--- src/rtl/mult_issue_ctrl.sv ---
`default_nettype none
// ============================================================================
// Module      : mult_issue_ctrl
// Description : Issue sequencer in front of a WxW unsigned shift-add
//               multiplier. Operand pairs arrive over valid/ready and are
//               queued in a small FIFO. Each pair is handed to the
//               multiplier with a one-cycle start pulse. The product is
//               captured into a registered valid/ready result slot.
// Revision    : 1.0 - initial release
// ----------------------------------------------------------------------------
// Ports:
//   clk, rst_n          clock, asynchronous active-low reset
//   in_valid/in_ready   upstream operand handshake (in_ready = FIFO not full)
//   in_mplier/in_mcand  incoming operand pair
//   mult_st             one-cycle start pulse to the multiplier
//   mult_mplier/mcand   registered operands, held from pop to next pop
//   mult_prod/done      product and completion from the multiplier
//   res_valid/ready     downstream result handshake
//   res_prod            captured 2W-bit product
//   busy                sequencer not idle
//   err                 sticky timeout flag
//   ops_count           completed products, wraps at 16 bits
// ============================================================================
module mult_issue_ctrl #(
  parameter int W       = 10,
  parameter int DEPTH   = 4,
  parameter int TIMEOUT = 64
) (
  input  logic           clk,
  input  logic           rst_n,
  input  logic           in_valid,
  output logic           in_ready,
  input  logic [W-1:0]   in_mplier,
  input  logic [W-1:0]   in_mcand,
  output logic           mult_st,
  output logic [W-1:0]   mult_mplier,
  output logic [W-1:0]   mult_mcand,
  input  logic [2*W-1:0] mult_prod,
  input  logic           mult_done,
  output logic           res_valid,
  input  logic           res_ready,
  output logic [2*W-1:0] res_prod,
  output logic           busy,
  output logic           err,
  output logic [15:0]    ops_count
);

  localparam int AW = $clog2(DEPTH);
  localparam int CW = AW + 1;
  localparam int TW = $clog2(TIMEOUT + 1);

  typedef enum logic [1:0] {
    S_IDLE  = 2'd0,
    S_ISSUE = 2'd1,
    S_WAIT  = 2'd2
  } state_e;

  state_e          state_q, state_d;
  logic [W-1:0]    mem_mplier_q [DEPTH];
  logic [W-1:0]    mem_mcand_q  [DEPTH];
  logic [AW-1:0]   wr_ptr_q, wr_ptr_d;
  logic [AW-1:0]   rd_ptr_q, rd_ptr_d;
  logic [CW-1:0]   count_q, count_d;
  logic [W-1:0]    mplier_q, mplier_d;
  logic [W-1:0]    mcand_q, mcand_d;
  logic            res_valid_q, res_valid_d;
  logic [2*W-1:0]  res_prod_q, res_prod_d;
  logic            err_q, err_d;
  logic [15:0]     ops_q, ops_d;
  logic [TW-1:0]   tmo_q, tmo_d;

  logic full, empty, push, pop;

  // Full is judged on the registered count only: a same-cycle pop does not
  // open a slot for a push-through.
  assign full  = (count_q == CW'(DEPTH));
  assign empty = (count_q == '0);
  assign push  = in_valid && !full;

  always_comb begin
    state_d     = state_q;
    mplier_d    = mplier_q;
    mcand_d     = mcand_q;
    res_valid_d = res_valid_q;
    res_prod_d  = res_prod_q;
    err_d       = err_q;
    ops_d       = ops_q;
    tmo_d       = tmo_q;
    pop         = 1'b0;

    if (res_valid_q && res_ready) res_valid_d = 1'b0;

    case (state_q)
      S_IDLE: begin
        // Only issue when the result slot is free or being drained now,
        // so a later capture can never overwrite an unconsumed product.
        if (!empty && (!res_valid_q || res_ready)) begin
          pop      = 1'b1;
          mplier_d = mem_mplier_q[rd_ptr_q];
          mcand_d  = mem_mcand_q[rd_ptr_q];
          state_d  = S_ISSUE;
        end
      end
      S_ISSUE: begin
        // mult_done is deliberately ignored here.
        tmo_d   = '0;
        state_d = S_WAIT;
      end
      S_WAIT: begin
        if (mult_done) begin
          res_prod_d  = mult_prod;
          res_valid_d = 1'b1;
          ops_d       = ops_q + 16'd1;
          state_d     = S_IDLE;
        end else if (tmo_q == TW'(TIMEOUT - 1)) begin
          err_d   = 1'b1;
          state_d = S_IDLE;
        end else begin
          tmo_d = tmo_q + TW'(1);
        end
      end
      default: state_d = S_IDLE;
    endcase

    wr_ptr_d = push ? wr_ptr_q + AW'(1) : wr_ptr_q;
    rd_ptr_d = pop  ? rd_ptr_q + AW'(1) : rd_ptr_q;
    case ({push, pop})
      2'b10:   count_d = count_q + CW'(1);
      2'b01:   count_d = count_q - CW'(1);
      default: count_d = count_q;
    endcase
  end

  always_ff @(posedge clk or negedge rst_n) begin
    if (!rst_n) begin
      state_q     <= S_IDLE;
      wr_ptr_q    <= '0;
      rd_ptr_q    <= '0;
      count_q     <= '0;
      mplier_q    <= '0;
      mcand_q     <= '0;
      res_valid_q <= 1'b0;
      res_prod_q  <= '0;
      err_q       <= 1'b0;
      ops_q       <= '0;
      tmo_q       <= '0;
    end else begin
      state_q     <= state_d;
      wr_ptr_q    <= wr_ptr_d;
      rd_ptr_q    <= rd_ptr_d;
      count_q     <= count_d;
      mplier_q    <= mplier_d;
      mcand_q     <= mcand_d;
      res_valid_q <= res_valid_d;
      res_prod_q  <= res_prod_d;
      err_q       <= err_d;
      ops_q       <= ops_d;
      tmo_q       <= tmo_d;
    end
  end

  // Storage needs no reset: entries are only read below the write pointer.
  always_ff @(posedge clk) begin
    if (push) begin
      mem_mplier_q[wr_ptr_q] <= in_mplier;
      mem_mcand_q[wr_ptr_q]  <= in_mcand;
    end
  end

  assign in_ready    = !full;
  assign mult_st     = (state_q == S_ISSUE);
  assign mult_mplier = mplier_q;
  assign mult_mcand  = mcand_q;
  assign res_valid   = res_valid_q;
  assign res_prod    = res_prod_q;
  assign busy        = (state_q != S_IDLE);
  assign err         = err_q;
  assign ops_count   = ops_q;

endmodule
`default_nettype wire
--- config.mk ---
export PLATFORM = sky130hd
export DESIGN_NAME = mult_issue_ctrl
export DESIGN_NICKNAME = d
export VERILOG_FILES = /design/src/rtl/mult_issue_ctrl.sv
export SDC_FILE = /design/constraint.sdc
export NUM_CORES = 1
export LEC_CHECK = 0
export ABC_AREA = 1
export CORE_MARGIN = 2
export CORE_UTILIZATION = 50
export DETAILED_ROUTE_END_ITERATION = 7
export PLACE_DENSITY = 0.83
export SETUP_SLACK_MARGIN = 0.5
export SYNTH_ARGS = -nofsm -noshare
export SYNTH_HDL_FRONTEND = slang
export SYNTH_SLANG_ARGS = --single-unit
--- constraint.sdc ---
create_clock -name clk -period 2.7 [get_ports clk]
set_input_delay 0.54 -clock clk [delete_from_list [all_inputs] [get_ports clk]]
set_output_delay 0.54 -clock clk [all_outputs]
set_load 0.02 [all_outputs]
==> metrics.md <==
| Metric | Value |
|---|---|
| Synth Cell Area | `6280 um^2` |
| CTS tree | `yes` |
| DR iter-0 viols | `359` |
| Max VDD drop | `0.689 mV` |
| Arrival @ worst endpoint | `1.51 ns` |
| Die area | `13500 um^2` |
| Leakage Power | `3.46 nW` |
| Status | `finished clean` |
| Syn Area/Cell | `10.7 um^2` |
| Dpl hpwl | `8.74 mm` |
| Routed wire length | `13.8 mm` |
| Design area | `8110 um^2` |
| Fin. max-slew vios | `0` |
| Clock period minus worst slack | `2.05 ns` |
| Worst path cell trace | `clkdlybuf4s50_1` |
| Commonest non-fill, non-tap cells in the layout | `181 x nand2_1, 101 x clkdlybuf4s50_1, 80 x edfxtp_1, 74 x dfrtp_1, 57 x nor2_1` |
| Wire per inst | `15.7 um` |
| CTS buffer count | `17` |
| Final Setup Violations | `0` |
| Fmax | `488 MHz` |
| Clk buf depth | `2` |
| Initial core utilization | `0.518` |
| Crit Path Category | `reg2out` |
| Antenna cells | `0` |
| Placed instance area | `7520 um^2` |
| GR Util All Layers | `0.217` |
| DR DRC count | `0` |
| Root Buffer Master | `clkbuf_16` |
| Max_slew headroom | `0.366` |
| DRT Pass-1 Iters | `5` |
| Yosys warning total | `0` |
| Most common cell after layout, fill and taps aside | `nand2_1` |
| Die Y | `116 um` |
| Unrepaired setup endpoints after global routing | `no` |
| Syn-to-layout area delta | `29.2%` |
| Post-synthesis sequential area ratio | `0.678` |
| Total gr overflow | `0` |
| Required @ worst endpoint | `2.16 ns` |
| Slowest-stage cell, CP | `clkdlybuf4s50_1` |
| Initial antenna violation count | `0` |
| Synth unique cells | `29` |
| Worst slew pin tran | `0.952 ns` |
| CP startpoint kind | `flip-flop` |
| CP peak stage delay | `0.64 ns` |
| Vias | `4540` |
| Die width | `116 um` |
| Layout Skew | `0.00861 ns` |
| WP buf/inv | `1` |
| Largest net degree at the start of global routing | `75` |
| Top-Level Pins | `106` |
| Crit path max-delay family | `buffers and inverters` |
| Crit-path max FO | `5` |
| Number of synthesized register bits | `154` |
| Crit. End Element | `primary output` |
| First-pass GRT wire length | `22.0 mm` |
| PD cells | `1130 nW/um^2` |
| Clk Latency, worst-skew pair | `0.42 ns` |
| Total negative setup slack | `0 ns` |
| Layout Utilization | `0.670` |
| Post-CTS Setup Bufs | `0` |
| Share of cells above drive strength 1 | `0.0803` |
| Maxcap violations | `0` |
| Fin. Hold Viols | `0` |
| Vias in the first global route | `4468` |
| Ratio of final minimum period to clock period | `0.758` |
| Sink Count | `154` |
| Routability Congestion | `0.740` |
| Post-DRT Antenna Nets | `0` |
| Final Non-Filler Cells | `878` |
| Core area | `12100 um^2` |
| Via/cell ratio | `5.17` |
| Worst-path clk slew | `0.06 ns` |
| Placed cells | `846` |
| CTS H-tree depth | `4` |
| Min-delay worst type | `in2async` |
| Rows | `40` |
| Nets | `754` |
| Synth Instances | `584` |
| PortBufs | `105` |
| Post-Syn Nets | `641` |
-- cells in the mapped netlist --
| cell | count | area, um^2 |
|---|---|---|
| buf_4 | 3 | 22.5 |
| o21ai_1 | 3 | 15.0 |
| dfrtp_1 | 74 | 1850 |
| nand3_1 | 13 | 65.1 |
| nand2_1 | 181 | 679 |
| buf_2 | 3 | 15.0 |
| nor2_1 | 61 | 229 |
| a21oi_1 | 4 | 20.0 |
| nor3_1 | 1 | 5.00 |
| nor2_2 | 1 | 6.26 |
| buf_6 | 1 | 11.3 |
| nand3b_1 | 2 | 15.0 |
| xor2_1 | 9 | 78.8 |
| nand2_2 | 2 | 12.5 |
| clkbuf_1 | 15 | 56.3 |
| nor2_4 | 2 | 22.5 |
| o22ai_1 | 20 | 125 |
| o21ai_0 | 48 | 240 |
| or2_2 | 1 | 6.26 |
| nand4_1 | 5 | 31.3 |
| nand3_2 | 1 | 10.0 |
| ha_1 | 11 | 138 |
| inv_1 | 33 | 124 |
| edfxtp_1 | 80 | 2400 |
| o21bai_1 | 1 | 7.51 |
| fa_1 | 1 | 20.0 |
| inv_2 | 2 | 7.51 |
| xnor2_1 | 5 | 43.8 |
| nor3_4 | 1 | 16.3 |
-- cell type report --
class                   instances  area, um^2
clock buffers                  22         464
fillers                       899        4000
clock inverters                10         119
inverters                      35         131
repair buffers                116        1130
well taps                     168         210
multi-input cells             373        1800
flip-flops and latches        154        4250
-- path summary, 6_finish.rpt --
check                      depth (start not counted)             to          start  slack (ns)
min reg2reg                                        2    res_prod[0]    res_prod[0]        0.48
min                                                1  ops_count[13]          rst_n        0.26
max in group asynchronous                          1     count_q[0]          rst_n        1.82
max reg2reg                                       10     count_q[2]     state_q[1]        0.66
min in group clk                                   2    res_prod[0]    res_prod[0]        0.48
max                                                1  ops_count[12]  ops_count[12]        0.65
-- flip-flops by register name, indices dropped and copies added (netlist names) --
| signal | flops |
|---|---|
| wr_ptr_q | 2 |
| count_q | 3 |
| mult_mcand | 10 |
| mem_mplier_q | 40 |
| tmo_q | 7 |
| res_prod | 20 |
| rd_ptr_q | 2 |
| err | 1 |
| res_valid | 1 |
| ops_count | 16 |
| mem_mcand_q | 40 |
| state_q | 2 |
| mult_mplier | 10 |
-- cell families after synthesis --
kind of cell               after synthesis  share of synthesized area
AOI/OAI and AO/OA                       76                     0.0650
DFF                                    154                      0.678
adders and majority gates               12                     0.0251
buffers and inverters                   57                     0.0377
and+or+nand+nor                        271                      0.175
xor gates and xnor gates                14                     0.0195
-- through the flow --
stage | hold WS [ns] | total power [mW] | worst slack [ns]
5_1_grt | 0.348 | 9.70 | 0.504
2_1_floorplan | 0.244 | 5.48 | 0.562
3_5_place_dp | 0.464 | 6.86 | 0.264
4_1_cts | 0.303 | 9.20 | 0.563
6_report | 0.261 | 9.15 | 0.653
3_3_place_gp | 0.459 | 6.68 | 0.314
-- what timing repair did --
action	in CTS	in global routing
gates resized for setup	2	3
hold endpoints to repair	0	0
hold buffers	0	0
pin swaps	0	0
setup endpoints to repair	2	2
-- routing by layer --
| metal | up-vias | GRT usage | share of wire |
|---|---|---|---|
| met2 | 123 | 0.366 | 0.52 |
| met4 | 0 | 0.0944 | 0.018 |
| met1 | 2234 | 0.270 | 0.42 |
| li1 | 2162 | - | - |
| met3 | 21 | 0.0502 | 0.044 |
| met5 | - | 0 | 0 |
-- power by group --
| group | switching (mW) | leakage [nW] | internal, mW | total [mW] |
|---|---|---|---|---|
| Clock | 0.912 | 0.288 | 1.41 | 2.32 |
| Combinational | 2.09 | 1.51 | 1.28 | 3.37 |
| Sequential | 0.302 | 1.67 | 3.15 | 3.45 |
Note: power is estimated with default switching activity, not from simulation.
